**config.mk**
```make
export PLATFORM = sky130hd
export DESIGN_NAME = beat_packer_flat
export DESIGN_NICKNAME = d
export VERILOG_FILES = /design/src/rtl/beat_packer_pkg.sv /design/src/rtl/beat_packer_if.sv /design/src/rtl/beat_packer_lanes.sv /design/src/rtl/beat_packer.sv /design/src/flat_wrapper.sv
export SDC_FILE = /design/constraint.sdc
export NUM_CORES = 1
export LEC_CHECK = 0
export CAP_MARGIN = 30
export CORE_MARGIN = 4
export CORE_UTILIZATION = 55
export DETAILED_ROUTE_END_ITERATION = 6
export PLACE_DENSITY = 0.79
export SLEW_MARGIN = 15
export SYNTH_ARGS = -nofsm -noshare
export SYNTH_HDL_FRONTEND = slang
export SYNTH_SLANG_ARGS = --single-unit
```
**constraint.sdc**
```tcl
create_clock -name clk -period 2.69 [get_ports clk]
set_input_delay 0.269 -clock clk [delete_from_list [all_inputs] [get_ports clk]]
set_output_delay 0.269 -clock clk [all_outputs]
set_load 0.02 [all_outputs]
```
**src/rtl/beat_packer_pkg.sv**
```systemverilog
// rtl/beat_packer_pkg.sv - shared FSM encodings and counter sizing for the beat packer
package beat_packer_pkg;

  localparam logic [1:0] FILL = 2'b01;
  localparam logic [1:0] HOLD = 2'b10;

  function automatic int cnt_width(input int ratio);
    return (ratio < 2) ? 1 : $clog2(ratio);
  endfunction

endpackage

```
**src/rtl/beat_packer_if.sv**
```systemverilog
// rtl/beat_packer_if.sv - narrow input stream and packed output stream of the beat packer
interface beat_packer_if #(
  parameter int DW    = 16,
  parameter int RATIO = 4
);

  logic [DW-1:0]       in_data;
  logic                in_valid;
  logic                in_last;
  logic                in_ready;
  logic [DW*RATIO-1:0] out_data;
  logic [RATIO-1:0]    out_keep;
  logic                out_last;
  logic                out_valid;
  logic                out_ready;

  modport master (
    output in_data, in_valid, in_last, out_ready,
    input  in_ready, out_data, out_keep, out_last, out_valid
  );

  modport slave (
    input  in_data, in_valid, in_last, out_ready,
    output in_ready, out_data, out_keep, out_last, out_valid
  );

endinterface

```
**src/rtl/beat_packer_lanes.sv**
```systemverilog
// rtl/beat_packer_lanes.sv - assembly lanes, keep mask and lane counter
module packer_lanes
  import beat_packer_pkg::*;
#(
  parameter int DW    = 16,
  parameter int RATIO = 4,
  parameter int CW    = cnt_width(RATIO)
) (
  input  logic                clk,
  input  logic                rst,
  input  logic                wr_en,
  input  logic                clr,
  input  logic [DW-1:0]       wr_data,
  output logic [DW*RATIO-1:0] lane_data,
  output logic [RATIO-1:0]    keep,
  output logic [CW-1:0]       cnt,
  output logic                full_word
);

  assign full_word = (cnt == CW'(RATIO - 1));

  // Lane data is cleared with the keep mask so unwritten lanes read as zero.
  always_ff @(posedge clk or negedge rst) begin
    if (!rst) begin
      lane_data <= '0;
      keep      <= '0;
      cnt       <= '0;
    end else if (clr) begin
      lane_data <= '0;
      keep      <= '0;
      cnt       <= '0;
    end else if (wr_en) begin
      for (int i = 0; i < RATIO; i++) begin
        if (cnt == CW'(i)) begin
          lane_data[i*DW +: DW] <= wr_data;
          keep[i]               <= 1'b1;
        end
      end
      cnt <= full_word ? '0 : cnt + CW'(1);
    end
  end

endmodule

```
**src/rtl/beat_packer.sv**
```systemverilog
// rtl/beat_packer.sv - packs RATIO narrow beats into one wide word with registered in_ready
module beat_packer
  import beat_packer_pkg::*;
#(
  parameter int DW    = 16,
  parameter int RATIO = 4
) (
  input  logic          clk,
  input  logic          rst,
  beat_packer_if.slave  bus
);

  localparam int CW = cnt_width(RATIO);

  logic [1:0]          state;
  logic [1:0]          state_nxt;
  logic                accept;
  logic                complete;
  logic                free;
  logic                load_beat;
  logic                load_hold;
  logic                wr_en;
  logic                clr;
  logic                full_word;
  logic                hold_last;
  logic [CW-1:0]       cnt;
  logic [DW*RATIO-1:0] lane_data;
  logic [DW*RATIO-1:0] merged_data;
  logic [RATIO-1:0]    keep;
  logic [RATIO-1:0]    merged_keep;
  logic [DW*RATIO-1:0] out_data_q;
  logic [RATIO-1:0]    out_keep_q;
  logic                out_last_q;
  logic                out_valid_q;

  packer_lanes #(.DW(DW), .RATIO(RATIO), .CW(CW)) u_lanes (
    .clk       (clk),
    .rst       (rst),
    .wr_en     (wr_en),
    .clr       (clr),
    .wr_data   (bus.in_data),
    .lane_data (lane_data),
    .keep      (keep),
    .cnt       (cnt),
    .full_word (full_word)
  );

  always_ff @(posedge clk or negedge rst) begin
    if (!rst) state <= FILL;
    else      state <= state_nxt;
  end

  always_comb begin
    state_nxt = state;
    case (state)
      FILL:    if (complete && !free) state_nxt = HOLD;
      HOLD:    if (free) state_nxt = FILL;
      default: state_nxt = FILL;
    endcase
  end

  // A completing beat bypasses the lanes straight into the output register when it is free.
  always_comb begin
    accept    = bus.in_valid & state[0];
    complete  = accept & (full_word | bus.in_last);
    free      = !out_valid_q | bus.out_ready;
    load_beat = complete & free;
    load_hold = state[1] & free;
    wr_en     = accept & !load_beat;
    clr       = load_beat | load_hold;
  end

  always_comb begin
    merged_data = lane_data;
    merged_keep = keep;
    for (int i = 0; i < RATIO; i++) begin
      if (cnt == CW'(i)) begin
        merged_data[i*DW +: DW] = bus.in_data;
        merged_keep[i]          = 1'b1;
      end
    end
  end

  always_ff @(posedge clk or negedge rst) begin
    if (!rst) begin
      out_data_q  <= '0;
      out_keep_q  <= '0;
      out_last_q  <= 1'b0;
      out_valid_q <= 1'b0;
      hold_last   <= 1'b0;
    end else begin
      if (complete && !free) hold_last <= bus.in_last;
      if (load_beat) begin
        out_data_q  <= merged_data;
        out_keep_q  <= merged_keep;
        out_last_q  <= bus.in_last;
        out_valid_q <= 1'b1;
      end else if (load_hold) begin
        out_data_q  <= lane_data;
        out_keep_q  <= keep;
        out_last_q  <= hold_last;
        out_valid_q <= 1'b1;
      end else if (bus.out_ready) begin
        out_valid_q <= 1'b0;
      end
    end
  end

  assign bus.in_ready  = state[0];
  assign bus.out_data  = out_data_q;
  assign bus.out_keep  = out_keep_q;
  assign bus.out_last  = out_last_q;
  assign bus.out_valid = out_valid_q;

endmodule

```
**src/flat_wrapper.sv**
```systemverilog
// flat-port wrapper written by rule: the top's interface ports become plain ports
module beat_packer_flat import beat_packer_pkg::*;
#(
  parameter int DW    = 16,
  parameter int RATIO = 4
)
  (clk, rst, bus_in_data, bus_in_valid, bus_in_last, bus_out_ready, bus_in_ready, bus_out_data, bus_out_keep, bus_out_last, bus_out_valid);
  beat_packer_if #(.DW(DW), .RATIO(RATIO)) bus_i ();
  input  logic clk;
  input  logic rst;
  input wire logic [$bits(bus_i.in_data)-1:0] bus_in_data;
  input wire logic [$bits(bus_i.in_valid)-1:0] bus_in_valid;
  input wire logic [$bits(bus_i.in_last)-1:0] bus_in_last;
  input wire logic [$bits(bus_i.out_ready)-1:0] bus_out_ready;
  output wire logic [$bits(bus_i.in_ready)-1:0] bus_in_ready;
  output wire logic [$bits(bus_i.out_data)-1:0] bus_out_data;
  output wire logic [$bits(bus_i.out_keep)-1:0] bus_out_keep;
  output wire logic [$bits(bus_i.out_last)-1:0] bus_out_last;
  output wire logic [$bits(bus_i.out_valid)-1:0] bus_out_valid;
  assign bus_i.in_data = bus_in_data;
  assign bus_i.in_valid = bus_in_valid;
  assign bus_i.in_last = bus_in_last;
  assign bus_i.out_ready = bus_out_ready;
  assign bus_in_ready = bus_i.in_ready;
  assign bus_out_data = bus_i.out_data;
  assign bus_out_keep = bus_i.out_keep;
  assign bus_out_last = bus_i.out_last;
  assign bus_out_valid = bus_i.out_valid;
  beat_packer #(.DW(DW), .RATIO(RATIO)) u_core (.clk(clk), .rst(rst), .bus(bus_i));
endmodule
```
==> impl_summary.log <==
INFO  metric outcome = finished, final reports clean
INFO  metric final_count_of_pins_violating_max_slew = 0
INFO  metric clock_skew = between 6 and 7 ps
INFO  metric fillers = slightly above 900
INFO  metric grt_max_degree = 81
INFO  metric synthesis.yosys.warnings = 0
INFO  metric ff2ff_setup_slack = roughly 400 ps
INFO  metric synth_largest_area_cell = dfrtp_1
INFO  metric post_synth_xor_xnor_area = 0%
INFO  metric power.density = 1140 nW/um^2
INFO  metric gr-usage-all-layers = about 27%
INFO  metric startpoint_class_of_the_critical_path = register
INFO  metric cp_data_required_time = roughly 3000 ps
INFO  metric global_route.usage.met3 = just over 6%
INFO  metric initial_utilization = a little under three fifths
INFO  metric edff_count_synth = 0
INFO  metric total_leakage_power = slightly above 4 nW
INFO  metric hold_violations = 0
INFO  metric place_worst_setup_slack = ~330 ps
INFO  metric mappedNetlistNets = about 750
INFO  metric fmax = roughly 0.44 GHz
INFO  metric core-area = 12800 sq um
INFO  metric synthArstFlopShare = 100%
INFO  metric arrival = 2650 ps
INFO  metric netlist.area_leader.share = about 50%
INFO  metric cts_htree_levels = 4
INFO  metric reg2regPathDepth = 5
INFO  metric top_ports = 92
INFO  metric clk_latency = approximately 420 ps
INFO  metric final_critical_path_setup_slack = approximately 400 ps
INFO  metric total_die_area = 15100 sq um
INFO  metric timing.rr.end = u_core.bus.out_data[61]
INFO  metric tritoncts = done
INFO  metric detail_route.drc_violations = 0
INFO  metric ys_top_cells_by_count = 195 x nand2_1, 142 x dfrtp_1, 132 x mux2i_1, 66 x a21oi_1, 64 x a22o_1
INFO  metric fin_hold_ws = between 300 and 400 ps
INFO  metric post_synth_fa_ha_maj_area_fraction = less than 1%
INFO  metric top_usage_layer = met2
INFO  metric synth-seq-cells = between 100 and 150
INFO  metric global_route.usage.met1 = 35.9%
INFO  metric routed_via_density = between 5 and 6
INFO  metric max-slew-margin-rel = about half
INFO  metric worst_hold_path_type = input port to asynchronous set/reset pin
INFO  metric chipHeight = 123 um
INFO  metric synth-compound-area-share = 13.4%
INFO  metric most_numerous_cell_in_the_yosys_netlist = nand2_1
INFO  metric synth_ff_type = dfrtp_1
INFO  metric setup-tns-final = 0 ps
INFO  metric yosys-mux-area-fraction = between 10% and 20%
INFO  metric starting_drt_drc_count = between 500 and 600
INFO  metric grt_pass1_wl = between 30000 and 40000 um
INFO  metric crit_path_max_fanout = 19
INFO  metric irDropWorstVdd = 0.622 mV
INFO  metric ant_nets = 0
INFO  metric synthDistinctLibCells = 29
INFO  metric drtPass1Iterations = 6
INFO  metric worstPathCellList = ha_1, o211ai_1, buf_4, mux2i_1, a22o_1
INFO  metric report.power.total = ~10 mW
INFO  metric ys_seq_area_share = approximately half
INFO  metric final_std_cells_w_o_fill = 962
INFO  metric finalCritPeriodShare = a little under nine tenths
INFO  metric worst_r2r_startpoint = u_core.u_lanes.cnt[0]
INFO  metric area_delta_synth_final = 22.0%
INFO  metric timing_worst_slew_pin_value = roughly 730 ps
INFO  metric design.final.nets = 802
INFO  metric final_core_utilization = 69.2%
INFO  metric grt_pass1_vias = 5998
INFO  metric antennaDiodeCount = 0
INFO  metric worstSetupEndpointType = register
INFO  metric slowest_stage = o211ai_1
INFO  metric clock-sinks = roughly 140
INFO  metric std_cell_rows = a little over 40
INFO  metric buffer_ports.inserted = between 90 and 100
INFO  metric unrepaired_setup_endpoints_after_global_routing = no
INFO  metric grt-ovfl-total = 0
INFO  metric route.detailed.wl_per_inst = a little under 20 um
INFO  metric post-dp-hpwl = 11700 um
INFO  metric synth.avg_cell_area = between 10 and 15 sq um
INFO  metric postPlaceCellArea = just over 8000 sq um
INFO  metric overall_via_count_from_detail_route = 5766
INFO  metric cts_made_buffers = 17
INFO  metric ys_top_cells_by_area = dfrtp_1 49%, mux2i_1 18%, nand2_1 10%, a22o_1 7.7%, a21oi_1 4.6%
INFO  metric globalRouteMet2Util = approximately 40%
INFO  metric setup_viols_final = 0
INFO  metric worstSetupPathType = register to register
INFO  metric final_period_minus_worst_setup_slack = between 2000 and 2500 ps
INFO  metric main_combinational_cell_family_by_area_after_synthesis = multiplexers
INFO  metric post_synth_inst_count = between 700 and 800
INFO  metric gp_congestion = slightly below 0.8
INFO  metric design_area = approximately 9000 sq um
INFO  metric floorplan.die.width = between 100 and 150 um
INFO  metric layout-drive-gt1-share = 7.34%
INFO  metric worst_path_largest_cell_delay = 610 ps
INFO  metric post_synthesis_instance_area = roughly 7200 sq um
INFO  metric max-clock-path-buffers = 2
INFO  metric max_cap_viols = 0
INFO  metric dp_cells = between 900 and 1000
INFO  metric cts_root_buffer = clkbuf_16
INFO  metric totalWireLength = between 15000 and 20000 um
INFO  metric clk_transition_reported_paths = approximately 60 ps
INFO  metric grt_antenna_before_repair = 0
INFO  metric post_synth_and_or_nand_nor_area_fraction = ~12%
==> routing by layer <==
layer  up-vias  wire [um]
li1       2590          -
met1      2861       7860
met2       262       8770
met3        53       1480
met4         0        865
met5         -          0
==> cell type report <==
class,instances,area [sq um],share of cell area (%)
clock buffers,17,425,4.82
flip-flops and latches,143,3580,40.5
well taps,172,215,2.44
repair buffers,111,1130,12.8
clock inverters,15,218,2.46
inverters,3,11.3,0.127
multi-input cells,501,3260,36.9
==> registers in the layout, summed over array words and instances, names as in the netlist <==
register	cells
u_core.u_lanes.keep	4
u_core.bus.out_last	1
u_core.state	2
u_core.bus.out_keep	4
u_core.bus.out_valid	1
u_core.u_lanes.lane_data	64
u_core.bus.out_data	64
u_core.u_lanes.cnt	2
u_core.hold_last	1
==> power by group <==
part / leakage (nW) / internal [mW] / switching [mW]
sequential: 1.89 / 2.96 / 0.587
combinational: 1.85 / 1.88 / 2.05
clock: 0.305 / 1.64 / 0.930
total: 4.05 / 6.47 / 3.57
==> repair_timing <==
| action | 4_1_cts | 5_1_grt |
|---|---|---|
| hold buffers | 1 | 0 |
| setup endpoints to repair | 0 | 0 |
| hold endpoints to repair | 63 | 0 |
| resized for setup | 0 | 0 |
| buffers inserted | 0 | 0 |
==> cells in the final DEF, fill, tap and decap left out, types with 2 or more instances in the layout <==
master,count
nand2_1,195
clkbuf_16,17
a22o_1,64
bufinv_16,5
buf_12,5
o21ai_0,2
ha_1,4
clkdlybuf4s50_1,90
a21oi_1,65
clkinv_2,4
nor2_1,13
and3_1,4
mux2_1,2
buf_4,14
dfrtp_1,141
nand3_1,6
clkinvlp_4,4
a2bb2oi_1,3
inv_1,3
mux2i_1,132
==> critical path, delay by kind of cell, from the launching register on <==
family / cells / cell delay (ps)
buffers and inverters: 1 / 450
AOI/OAI and AO/OA: 2 / 790
muxes: 1 / 300
DFF: 1 / 430
adders and majority gates: 1 / 250
==> how the worst max path moves through the flow <==
stage                           from                       to  slack (ps)  cells after the start
3_5_place_dp             bus_in_last  u_core.bus.out_data[61]         330                      5
2_1_floorplan  u_core.u_lanes.cnt[0]   u_core.bus.out_keep[3]        1050                      6
6_report       u_core.u_lanes.cnt[0]  u_core.bus.out_data[61]         400                      5
3_3_place_gp             bus_in_last  u_core.bus.out_data[49]         490                      5
5_1_grt        u_core.u_lanes.cnt[0]  u_core.bus.out_data[50]         300                      5
4_1_cts        u_core.u_lanes.cnt[0]  u_core.bus.out_data[61]         380                      5
==> cells by family (layout without fill, tap and decap cells) <==
logic type,count (synthesis),count (layout)
compound gates,140,140
fa+ha+maj,4,4
buf+inv,78,146
flops,143,143
mux,134,134
simple gates,223,223
Note: power is estimated with default switching activity, not from simulation.
